File: src/rtl/sprite_pkg.sv
`default_nettype none
// ============================================================================
// Module      : sprite_pkg
// Description : Shared definitions for the sprite motion controller and the
//               pixel-stage overlay compare. Holds the visible area, sprite
//               size, direction bit indices and controller state encodings.
// Revision    : 1.0 - initial release
// ============================================================================
package sprite_pkg;

    // Visible area and sprite footprint defaults
    localparam int H_ACT = 640;
    localparam int V_ACT = 480;
    localparam int SPR_W = 20;
    localparam int SPR_H = 20;

    // Bit positions inside the packed button vector {down, up, right, left}
    localparam int DIR_L = 0;
    localparam int DIR_R = 1;
    localparam int DIR_U = 2;
    localparam int DIR_D = 3;

    // One-hot frame-update controller states
    typedef logic [2:0] state_t;
    localparam state_t ST_IDLE   = 3'b001;
    localparam state_t ST_ARMED  = 3'b010;
    localparam state_t ST_UPDATE = 3'b100;

endpackage
`default_nettype wire

File: src/rtl/btn_debounce.sv
`default_nettype none
// ============================================================================
// Module      : btn_debounce
// Description : Two-flop synchroniser followed by a stability counter. The
//               debounced level only follows the synchronised input once the
//               two have disagreed for DEBOUNCE_CYC consecutive cycles; a
//               single agreeing cycle restarts the count.
// Revision    : 1.0 - initial release
// ============================================================================
module btn_debounce #(
    parameter int DEBOUNCE_CYC = 250000
) (
    input  logic clk,
    input  logic rst,
    input  logic i_btn,
    output logic o_db
);

    localparam int c_CNT_W = (DEBOUNCE_CYC > 1) ? $clog2(DEBOUNCE_CYC) : 1;
    localparam logic [c_CNT_W-1:0] c_CNT_LAST = c_CNT_W'(DEBOUNCE_CYC - 1);

    logic [1:0]         r_sync;
    logic [c_CNT_W-1:0] r_cnt;
    logic               r_db;

    // Bring the raw, asynchronous button level into the clock domain
    always_ff @(posedge clk or posedge rst) begin
        if (rst) begin
            r_sync <= 2'b00;
        end else begin
            r_sync <= {r_sync[0], i_btn};
        end
    end

    // Count consecutive disagreeing cycles; accept the new level on the last one
    always_ff @(posedge clk or posedge rst) begin
        if (rst) begin
            r_cnt <= '0;
            r_db  <= 1'b0;
        end else if (r_sync[1] != r_db) begin
            if (r_cnt == c_CNT_LAST) begin
                r_db  <= r_sync[1];
                r_cnt <= '0;
            end else begin
                r_cnt <= r_cnt + c_CNT_W'(1);
            end
        end else begin
            r_cnt <= '0;
        end
    end

    assign o_db = r_db;

endmodule
`default_nettype wire

File: src/rtl/sprite_motion_ctrl.sv
`default_nettype none
// ============================================================================
// Module      : sprite_motion_ctrl
// Description : Turns four raw direction buttons into a frame-synchronous,
//               clamped sprite position for the pixel-stage overlay. Each
//               button is synchronised and debounced; the position moves at
//               most once per frame, on the falling edge of vertical sync.
//               Optional feature macro: SPRITE_ACCEL_EN - when defined, the
//               step size grows while a direction stays held.
// Revision    : 1.0 - initial release
// ============================================================================
module sprite_motion_ctrl #(
    parameter int H_ACT        = sprite_pkg::H_ACT,
    parameter int V_ACT        = sprite_pkg::V_ACT,
    parameter int SPR_W        = sprite_pkg::SPR_W,
    parameter int SPR_H        = sprite_pkg::SPR_H,
    parameter int X_INIT       = 310,
    parameter int Y_INIT       = 230,
    parameter int STEP         = 1,
    parameter int DEBOUNCE_CYC = 250000
`ifdef SPRITE_ACCEL_EN
    ,
    parameter int MAX_STEP     = 8,
    parameter int ACCEL_FRAMES = 8
`endif
) (
    input  logic       iVGA_CLK,
    input  logic       reset,
    input  logic       left,
    input  logic       right,
    input  logic       up,
    input  logic       down,
    input  logic       iVS,
    output logic [9:0] sprite_x,
    output logic [9:0] sprite_y,
    output logic       moving,
    output logic       edge_hit,
    output logic [3:0] btn_db
);

    import sprite_pkg::*;

    localparam logic signed [10:0] c_X_LIM  = 11'(H_ACT - SPR_W);
    localparam logic signed [10:0] c_Y_LIM  = 11'(V_ACT - SPR_H);
    localparam logic [9:0]         c_X_INIT = 10'(X_INIT);
    localparam logic [9:0]         c_Y_INIT = 10'(Y_INIT);
    localparam logic [9:0]         c_STEP   = 10'(STEP);

    logic [3:0]         w_btn_raw;
    logic [3:0]         w_btn_db;
    logic               r_vs_q;
    logic               w_tick;
    state_t             r_state;
    state_t             w_state_nxt;
    logic               w_do_update;
    logic [9:0]         w_spd;
    logic signed [10:0] w_spd_s;
    logic signed [10:0] w_dx;
    logic signed [10:0] w_dy;
    logic signed [10:0] w_x_sum;
    logic signed [10:0] w_y_sum;
    logic [9:0]         w_x_new;
    logic [9:0]         w_y_new;
    logic               w_x_clip;
    logic               w_y_clip;
    logic [9:0]         r_x;
    logic [9:0]         r_y;
    logic               r_moving;
    logic               r_edge_hit;

    // Pack the raw buttons by direction index
    always_comb begin
        w_btn_raw        = '0;
        w_btn_raw[DIR_L] = left;
        w_btn_raw[DIR_R] = right;
        w_btn_raw[DIR_U] = up;
        w_btn_raw[DIR_D] = down;
    end

    for (genvar gi = 0; gi < 4; gi++) begin : g_btn
        btn_debounce #(
            .DEBOUNCE_CYC (DEBOUNCE_CYC)
        ) u_btn_debounce (
            .clk   (iVGA_CLK),
            .rst   (reset),
            .i_btn (w_btn_raw[gi]),
            .o_db  (w_btn_db[gi])
        );
    end

    // Delayed copy of vertical sync for falling-edge detection
    always_ff @(posedge iVGA_CLK or posedge reset) begin
        if (reset) begin
            r_vs_q <= 1'b0;
        end else begin
            r_vs_q <= iVS;
        end
    end

    assign w_tick = r_vs_q & ~iVS;

    // Controller state register
    always_ff @(posedge iVGA_CLK or posedge reset) begin
        if (reset) begin
            r_state <= ST_IDLE;
        end else begin
            r_state <= w_state_nxt;
        end
    end

    // Re-arm only after sync has been seen high again, so a burst of sync
    // glitches inside one frame still produces a single update
    always_comb begin
        w_state_nxt = r_state;
        w_do_update = 1'b0;
        case (r_state)
            ST_IDLE: begin
                if (iVS) begin
                    w_state_nxt = ST_ARMED;
                end
            end
            ST_ARMED: begin
                if (w_tick) begin
                    w_state_nxt = ST_UPDATE;
                    w_do_update = 1'b1;
                end
            end
            ST_UPDATE: begin
                w_state_nxt = ST_IDLE;
            end
            default: begin
                w_state_nxt = ST_IDLE;
            end
        endcase
    end

`ifdef SPRITE_ACCEL_EN
    localparam int c_FCNT_W = (ACCEL_FRAMES > 1) ? $clog2(ACCEL_FRAMES) : 1;
    localparam logic [c_FCNT_W-1:0] c_FCNT_LAST = c_FCNT_W'(ACCEL_FRAMES - 1);
    localparam logic [9:0]          c_MAX_STEP  = 10'(MAX_STEP);

    logic [9:0]          r_spd;
    logic [c_FCNT_W-1:0] r_frame_cnt;

    // Speed ramps up every ACCEL_FRAMES held updates; any idle update drops it back
    always_ff @(posedge iVGA_CLK or posedge reset) begin
        if (reset) begin
            r_spd       <= c_STEP;
            r_frame_cnt <= '0;
        end else if (w_do_update) begin
            if (|w_btn_db) begin
                if (r_frame_cnt == c_FCNT_LAST) begin
                    r_frame_cnt <= '0;
                    if (r_spd < c_MAX_STEP) begin
                        r_spd <= r_spd + 10'd1;
                    end
                end else begin
                    r_frame_cnt <= r_frame_cnt + c_FCNT_W'(1);
                end
            end else begin
                r_spd       <= c_STEP;
                r_frame_cnt <= '0;
            end
        end
    end

    assign w_spd = r_spd;
`else
    assign w_spd = c_STEP;
`endif

    // Per-axis displacement and clamping; opposite buttons on one axis cancel
    always_comb begin
        w_spd_s  = $signed({1'b0, w_spd});
        w_dx     = '0;
        w_dy     = '0;
        if (w_btn_db[DIR_R] && !w_btn_db[DIR_L]) begin
            w_dx = w_spd_s;
        end else if (w_btn_db[DIR_L] && !w_btn_db[DIR_R]) begin
            w_dx = -w_spd_s;
        end
        if (w_btn_db[DIR_D] && !w_btn_db[DIR_U]) begin
            w_dy = w_spd_s;
        end else if (w_btn_db[DIR_U] && !w_btn_db[DIR_D]) begin
            w_dy = -w_spd_s;
        end

        w_x_sum  = $signed({1'b0, r_x}) + w_dx;
        w_y_sum  = $signed({1'b0, r_y}) + w_dy;

        w_x_new  = w_x_sum[9:0];
        w_x_clip = 1'b0;
        if (w_x_sum[10]) begin
            w_x_new  = '0;
            w_x_clip = 1'b1;
        end else if (w_x_sum > c_X_LIM) begin
            w_x_new  = c_X_LIM[9:0];
            w_x_clip = 1'b1;
        end

        w_y_new  = w_y_sum[9:0];
        w_y_clip = 1'b0;
        if (w_y_sum[10]) begin
            w_y_new  = '0;
            w_y_clip = 1'b1;
        end else if (w_y_sum > c_Y_LIM) begin
            w_y_new  = c_Y_LIM[9:0];
            w_y_clip = 1'b1;
        end
    end

    // Position and status only change on the update cycle; edge_hit is a single-cycle pulse
    always_ff @(posedge iVGA_CLK or posedge reset) begin
        if (reset) begin
            r_x        <= c_X_INIT;
            r_y        <= c_Y_INIT;
            r_moving   <= 1'b0;
            r_edge_hit <= 1'b0;
        end else begin
            r_edge_hit <= 1'b0;
            if (w_do_update) begin
                r_x        <= w_x_new;
                r_y        <= w_y_new;
                r_moving   <= (w_x_new != r_x) || (w_y_new != r_y);
                r_edge_hit <= w_x_clip | w_y_clip;
            end
        end
    end

    assign sprite_x = r_x;
    assign sprite_y = r_y;
    assign moving   = r_moving;
    assign edge_hit = r_edge_hit;
    assign btn_db   = w_btn_db;

endmodule
`default_nettype wire
File: config.mk
export PLATFORM = sky130hd
export DESIGN_NAME = sprite_motion_ctrl
export DESIGN_NICKNAME = d
export VERILOG_FILES = /design/src/rtl/sprite_pkg.sv /design/src/rtl/btn_debounce.sv /design/src/rtl/sprite_motion_ctrl.sv
export SDC_FILE = /design/constraint.sdc
export NUM_CORES = 1
export LEC_CHECK = 0
export BUFFER_PORTS_ARGS = -buffer_cell sky130_fd_sc_hd__buf_2
export CAP_MARGIN = 40
export CORE_UTILIZATION = 45
export CTS_CLUSTER_SIZE = 14
export DETAILED_ROUTE_END_ITERATION = 8
export GPL_TIMING_DRIVEN = 0
export PLACE_DENSITY = 0.65
export RECOVER_POWER = 50
export SLEW_MARGIN = 25
export SYNTH_ARGS = -nofsm -noshare
export SYNTH_HDL_FRONTEND = slang
export SYNTH_SLANG_ARGS = --single-unit
File: constraint.sdc
create_clock -name iVGA_CLK -period 5.7 [get_ports iVGA_CLK]
set_input_delay 0.57 -clock iVGA_CLK [delete_from_list [all_inputs] [get_ports iVGA_CLK]]
set_output_delay 0.57 -clock iVGA_CLK [all_outputs]
set_load 0.01 [all_outputs]
**Word-level counts from Yosys, hierarchy flattened**

Cells that the tools add are included.

- $add $sub $neg: 6
- Order comparisons: 2
- Eq/ne operators: 14
- Muxes and demuxes: 26
- Bitwise logic cells: 3
- Reduce and logical (&&, ||, !) cells: 14

Operator list:

| kind | count |
|---|---|
| 18-bit two-way mux | 8 |
| 18-bit by 1-bit adder with 18-bit output (second input constant) | 4 |
| 18-bit == test (second input constant) | 4 |
| 11-bit two-way mux | 4 |
| 10-bit two-way mux | 4 |
| 11-bit adder | 2 |
| 10-bit inequality test | 2 |
| 11-bit by 10-bit > comparator with 1-bit output (second input constant) | 1 |
| 11-bit > comparator (second input constant) | 1 |
| 2-bit AND reduction | 5 |
| 1-bit two-way mux | 7 |
| 3-bit two-way mux | 2 |
| 3-bit one-hot mux with 2 select lines | 1 |
| 1-bit logical AND | 4 |
| 1-bit logical NOT | 4 |
| 1-bit inequality test | 4 |
| 2-bit inequality test (second input constant) | 2 |
| 3-bit by 1-bit == test with 1-bit output (second input constant) | 1 |
| 3-bit by 2-bit == test with 1-bit output (second input constant) | 1 |
| 1-bit AND | 1 |
| 1-bit logical OR | 1 |
| 1-bit inverter | 1 |
| 1-bit OR | 1 |

- Flip-flop bits (word level): 110
- Input port bits: 7
- Output and inout port bits: 26

**Longest topological paths before layout**

- Depth after elaboration: 10
- Mapped depth: 16

**Cells and area by module**

Synthesis repeated with hierarchy kept, for this count alone.

- Cells, all modules: 799
- Area, all modules: 7,206.9 um2

Modules (own cells, without submodules):

| module | instances | cells each | area each (um2) | sequential area each (um2) |
|---|---|---|---|---|
| btn_debounce | 4 | 95 | 1,012.2 | 525.5 |
| sprite_motion_ctrl | 1 | 419 | 3,158.0 | 664.4 |

**Worst setup path before layout**

OpenSTA, ideal clock, no wires.

- Path kind: register -> register
- From: reg g_btn[0].u_btn_debounce.r_db
- To: reg r_moving (netlist: moving)
- Library setup time: 0.126 ns
- Data arrival time: 3.381 ns
- Required time: 5.574 ns
- Path slack: 2.193 ns
- Cell stages (with the launch flop): 16
- Buffers on the path: 1
- Cell sequence: dfrtp_1 > ha_1 > inv_1 > ha_1 > fa_1 > and4b_1 > nor4_1 > o21ai_1 > xnor2_2 > o21bai_2 > o21bai_4 > and2_1 > buf_2 > a211oi_1 > o2111a_1 > a31oi_1

- Longest elaborated chain between the ends: 9
- Elaborated cells between the ends (all ways): 11
- Those cells by class: 1 x add/sub; 1 x order compare; 1 x eq/ne; 4 x mux; 4 x reduce/logical

Ends and longest elaborated chain:

| element | line | RTL |
|---|---|---|
| from (decl) | btn_debounce.sv:24 | `logic r_db;` |
| from (signal assigned) | btn_debounce.sv:42 | `r_db <= r_sync[1];` |
| 1-bit logical AND / 1-bit logical NOT (equally long branches) | sprite_motion_ctrl.sv:179, sprite_motion_ctrl.sv:177 |  |
| 11-bit two-way mux / 1-bit logical AND (equally long branches) | sprite_motion_ctrl.sv:179, sprite_motion_ctrl.sv:177 |  |
| 11-bit two-way mux (*) | sprite_motion_ctrl.sv:177 | `if (w_btn_db[DIR_R] && !w_btn_db[DIR_L]) begin` |
| 11-bit adder (*) | sprite_motion_ctrl.sv:188 | `w_x_sum = $signed({1'b0, r_x}) + w_dx;` |
| 11-bit > comparator | sprite_motion_ctrl.sv:196 | `end else if (w_x_sum > c_X_LIM) begin` |
| 10-bit two-way mux | sprite_motion_ctrl.sv:196 |  |
| 10-bit two-way mux (*) | sprite_motion_ctrl.sv:193 | `if (w_x_sum[10]) begin` |
| 10-bit inequality test (*) | sprite_motion_ctrl.sv:224 | `r_moving <= (w_x_new != r_x) \|\| (w_y_new != r_y);` |
| 1-bit logical OR (*) | sprite_motion_ctrl.sv:224 |  |
| to (signal assigned) | sprite_motion_ctrl.sv:224 |  |
| to (decl) | sprite_motion_ctrl.sv:68 | `logic r_moving;` |

Mark *: on every way between the ends. The rest lies on a longest branch, timed or not.
A chain may end at the register's enable or synchronous reset.

**Worst setup path after layout**

- From: reg g_btn[1].u_btn_debounce.r_db
- To: reg r_moving (netlist: moving)

- Longest elaborated chain between the ends: 10
- Elaborated cells between the ends (all ways): 11
- Those cells by class: 1 x add/sub; 1 x order compare; 1 x eq/ne; 4 x mux; 4 x reduce/logical

Ends and longest elaborated chain:

| element | line | RTL |
|---|---|---|
| from (decl) | btn_debounce.sv:24 |  |
| from (signal assigned) | btn_debounce.sv:42 |  |
| 1-bit logical NOT | sprite_motion_ctrl.sv:179 | `end else if (w_btn_db[DIR_L] && !w_btn_db[DIR_R]) begin` |
| 1-bit logical AND | sprite_motion_ctrl.sv:179 |  |
| 11-bit two-way mux | sprite_motion_ctrl.sv:179 |  |
| 11-bit two-way mux (*) | sprite_motion_ctrl.sv:177 |  |
| 11-bit adder (*) | sprite_motion_ctrl.sv:188 |  |
| 11-bit > comparator | sprite_motion_ctrl.sv:196 |  |
| 10-bit two-way mux | sprite_motion_ctrl.sv:196 |  |
| 10-bit two-way mux (*) | sprite_motion_ctrl.sv:193 |  |
| 10-bit inequality test (*) | sprite_motion_ctrl.sv:224 |  |
| 1-bit logical OR (*) | sprite_motion_ctrl.sv:224 |  |

Marks and branches as above.

==> impl_metrics.csv <==
group,metric,value,unit
finish,num_antenna_cells,0,
finish,multi_input_area,3820,sq um
drt,vias,5745,
worst_hold_path,holdPathEnd,"g_btn[0].u_btn_debounce.r_sync[0]",
logic_synthesis,ys_warn_count,0,
drt,vias_per_cell,5.73,
cts,ctsHoldBuffers,0,
setup_path,cp-start-kind,"flip-flop",
cts,cts_buffer_depth,2,
timing,setup_viol,0,
power_and_ir_drop,total_leakage_power,3.29,nW
cts,postCtsSetupRepairBufs,0,
setup_path,r2r-start,"g_btn[1].u_btn_debounce.o_db",
logic_synthesis,synth_top_family_by_area,"simple AND/OR/NAND/NOR gates",
timing,max_freq,0.239,GHz
logic_synthesis,synth_commonest_cells,"101 x nor2_1, 99 x dfrtp_1, 50 x nand2_1, 49 x nand3_1, 43 x xnor2_1",
worst_hold_path,holdPathStages,1,
finish,drive_above_1_share,0.132,
drt,routed_wl,15600,microns
cts,clkLatencyLatePin,0.36,ns
setup_path,required,5.94,ns
drt,drtIter0Drc,418,
global_route,grt_use_met1,0.273,
global_route,grt_max_degree,68,
setup_path,cp.arrival,4.42,ns
power_and_ir_drop,p_per_area,225,nW/um^2
place,placed_area,7330,sq um
setup_path,ff2ff_path_depth,16,
finish,synthToLayoutAreaGrowth,10.5,%
cts,post_cts_resized,0,
floorplanning,initial_core_util,0.468,
logic_synthesis,synth_xor_area_frac,0.115,
floorplanning,num_rows,44,
timing,relSlewSlack,-0.309,
global_route,grt_pass1_wl,26900,microns
setup_path,timing_worst_setup_path_type,"reg2reg",
drt,drc,0,
worst_hold_path,hp-start,"left",
logic_synthesis,syn_nets,792,
place,hpwl,11200,microns
power_and_ir_drop,total_power,0.00172,W
logic_synthesis,synth_compound_area_frac,0.151,
global_route,met2_usage,0.348,
finish,postLayoutCoreUtil,0.518,
drt,dr.pass1.iters,5,
logic_synthesis,synth-simple-area-share,0.246,
floorplanning,die_w,126,microns
cts,clk_pin_slew,0.08,ns
logic_synthesis,synth.avg_cell_area,8.99,sq um
floorplanning,ios,33,
worst_hold_path,hp-class,"in2reg",
timing,clock_skew,0.0103,ns
logic_synthesis,seq_area_frac_synth,0.400,
global_route,met3_usage,0.0450,
logic_synthesis,synth_cells,769,
logic_synthesis,syn-cell-area,6910,sq um
floorplanning,coreArea,14800,sq um
logic_synthesis,synthMuxAreaShare,0.00923,
global_route,overflow,0,
logic_synthesis,synth-edff-count,0,
timing,tns,0,ns
logic_synthesis,synth_top_flop_cell,"dfrtp_1",
logic_synthesis,yosys-top-cells-area,"dfrtp_1 36%, nor2_1 5.5%, xnor2_1 5.4%, xor2_1 5.2%, dfstp_2 4.2%",
setup_path,r2r_end,"moving",
finish,final_cell_area,7640,sq um
timing,layout_min_cycle_time,4.18,ns
global_route,grt_pass1_vias,5653,
place,port_buffers,32,
timing,slew_viol_final,44,
cts,h-tree-depth,3,
global_route,busiest_layer,"met2",
outcome,violations,"max-capacitance violations, max-slew violations",
logic_synthesis,synth.most_common_cell,"nor2_1",
finish,ff_latch_area,2770,sq um
logic_synthesis,synthDistinctLibCells,84,
logic_synthesis,yosysTopAreaCell,"dfrtp_1",
timing,worst_pin_slew,1.95,ns
floorplanning,design.die.area,15900,sq um
logic_synthesis,yosys.area.top_type_share,0.358,
logic_synthesis,ys_ff_latch,110,
floorplanning,die_h,126,microns
cts,cts.sinks,110,
finish,layout.nets,836,
job,cap_viol_max_count,1,
timing,rsz0062_at_grt,"false",
drt,wire_per_inst,15.6,microns
timing,period_share,0.733,
logic_synthesis,yosys.area_share.adder,0.0311,
finish,fillers,1385,
global_route,globalRouteTotalUtil,0.209,
setup_path,r2r_slack,1.52,ns
global_route,antenna_found_initial,0,
timing,final_hold_viol_count,0,
power_and_ir_drop,ir_drop,171,uV
place,dp.cells,986,
cts,clock-root-buffer,"clkbuf_16",
drt,ant_nets,0,
logic_synthesis,ys_async_sr_fraction,1.00,
cts,cts_tree,"built",
outcome,status,"complete, but fails checks",
finish,instances_no_fill,1002,
place,routabilityCongestion,0.871,
setup_path,crit_fanout,10,
cts,cts_buffers,9,
setup_path,end_kind,"flip-flop",
[layer usage]
metal	up-vias	part of all wire
li1	2774	-
met1	2799	0.46
met2	147	0.48
met3	25	0.041
met4	0	0.017
met5	-	0
[area by class of cell]
| cell class | count | share of cell area |
|---|---|---|
| Multi-Input combinational cell | 590 | 0.500 |
| Sequential cell | 110 | 0.362 |
| Buffer | 44 | 0.0305 |
| Tap cell | 184 | 0.0301 |
| Clock buffer | 10 | 0.0300 |
| Timing Repair Buffer | 33 | 0.0239 |
| Inverter | 25 | 0.0125 |
| Clock inverter | 6 | 0.0107 |
[cell usage in the layout, fill, tap and decap left out, types with 5 or more instances in the layout]
cell and count:
or2_2 7, nand3b_1 8, nand2b_1 9, or3_1 12
nor2_1 101, nor3_1 19, nor4_1 7, xnor2_1 43
nor2b_1 9, a21oi_1 34, dfstp_2 10, nand4_1 11
o31ai_1 6, o211ai_1 5, ha_1 14, dfrtp_1 99
xor2_1 41, inv_1 21, a21o_1 7, clkbuf_1 22
clkbuf_16 9, a211oi_1 6, nand2_1 50, and3_1 20
buf_2 43, o21ai_1 7, a31oi_1 8, nand3_1 49
o21ai_0 31, buf_4 5
[worst max path at each step]
stage	startpoint	end	slack, ns	depth (start not counted)
2_1_floorplan	g_btn[0].u_btn_debounce.o_db	moving	2.19	15
3_3_place_gp	reset	sprite_x[6]	1.05	2
3_5_place_dp	g_btn[1].u_btn_debounce.o_db	moving	1.55	16
4_1_cts	g_btn[1].u_btn_debounce.o_db	moving	1.51	16
5_1_grt	g_btn[1].u_btn_debounce.o_db	moving	1.28	16
6_report	g_btn[1].u_btn_debounce.o_db	moving	1.52	16
[through the flow]
stage,setup WS [ns],hold slack [ns]
after floorplan,2.19,0.331
after global placement,1.05,0.335
after detailed placement,1.55,0.336
after CTS,1.51,0.217
after global routing,1.28,0.294
final,1.52,0.313
[state kept, by name, indices dropped and copies added (netlist names)]
name,flops
g_btn.u_btn_debounce.r_cnt,72
sprite_x,10
sprite_y,10
g_btn.u_btn_debounce.r_sync,8
g_btn.u_btn_debounce.o_db,4
r_state,3
edge_hit,1
moving,1
r_vs_q,1
[worst max-delay path, stage by stage (launching register included)]
cell and delay [ns]:
dfrtp_1 0.38, inv_1 0.11, ha_1 0.29, inv_1 0.04, ha_1 0.21, fa_1 0.51
and4b_1 0.27, nor4_1 0.48, o21ai_1 0.23, xnor2_2 0.31, o21bai_2 0.22, o21bai_4 0.15
and2_1 0.18, buf_2 0.17, a211oi_1 0.23, o2111a_1 0.21, a31oi_1 0.08
[cells by family (layout without fill, tap and decap cells)]
logic type | after synthesis | after routing
multiplexers | 6 | 6
adder cells (fa/ha/maj) | 16 | 16
buffers and inverters | 69 | 118
AO/OA/AOI/OAI | 149 | 149
flip-flops | 110 | 110
XOR/XNOR | 87 | 87
AND/OR/NAND/NOR | 332 | 332
[report_power, final]
part / switching, W / total, W / internal (W)
sequential: 0.0000287 / 0.000848 / 0.000819
combinational: 0.000125 / 0.000212 / 0.0000874
clock: 0.000308 / 0.000657 / 0.000349
(Power assumes the default switching activity.)
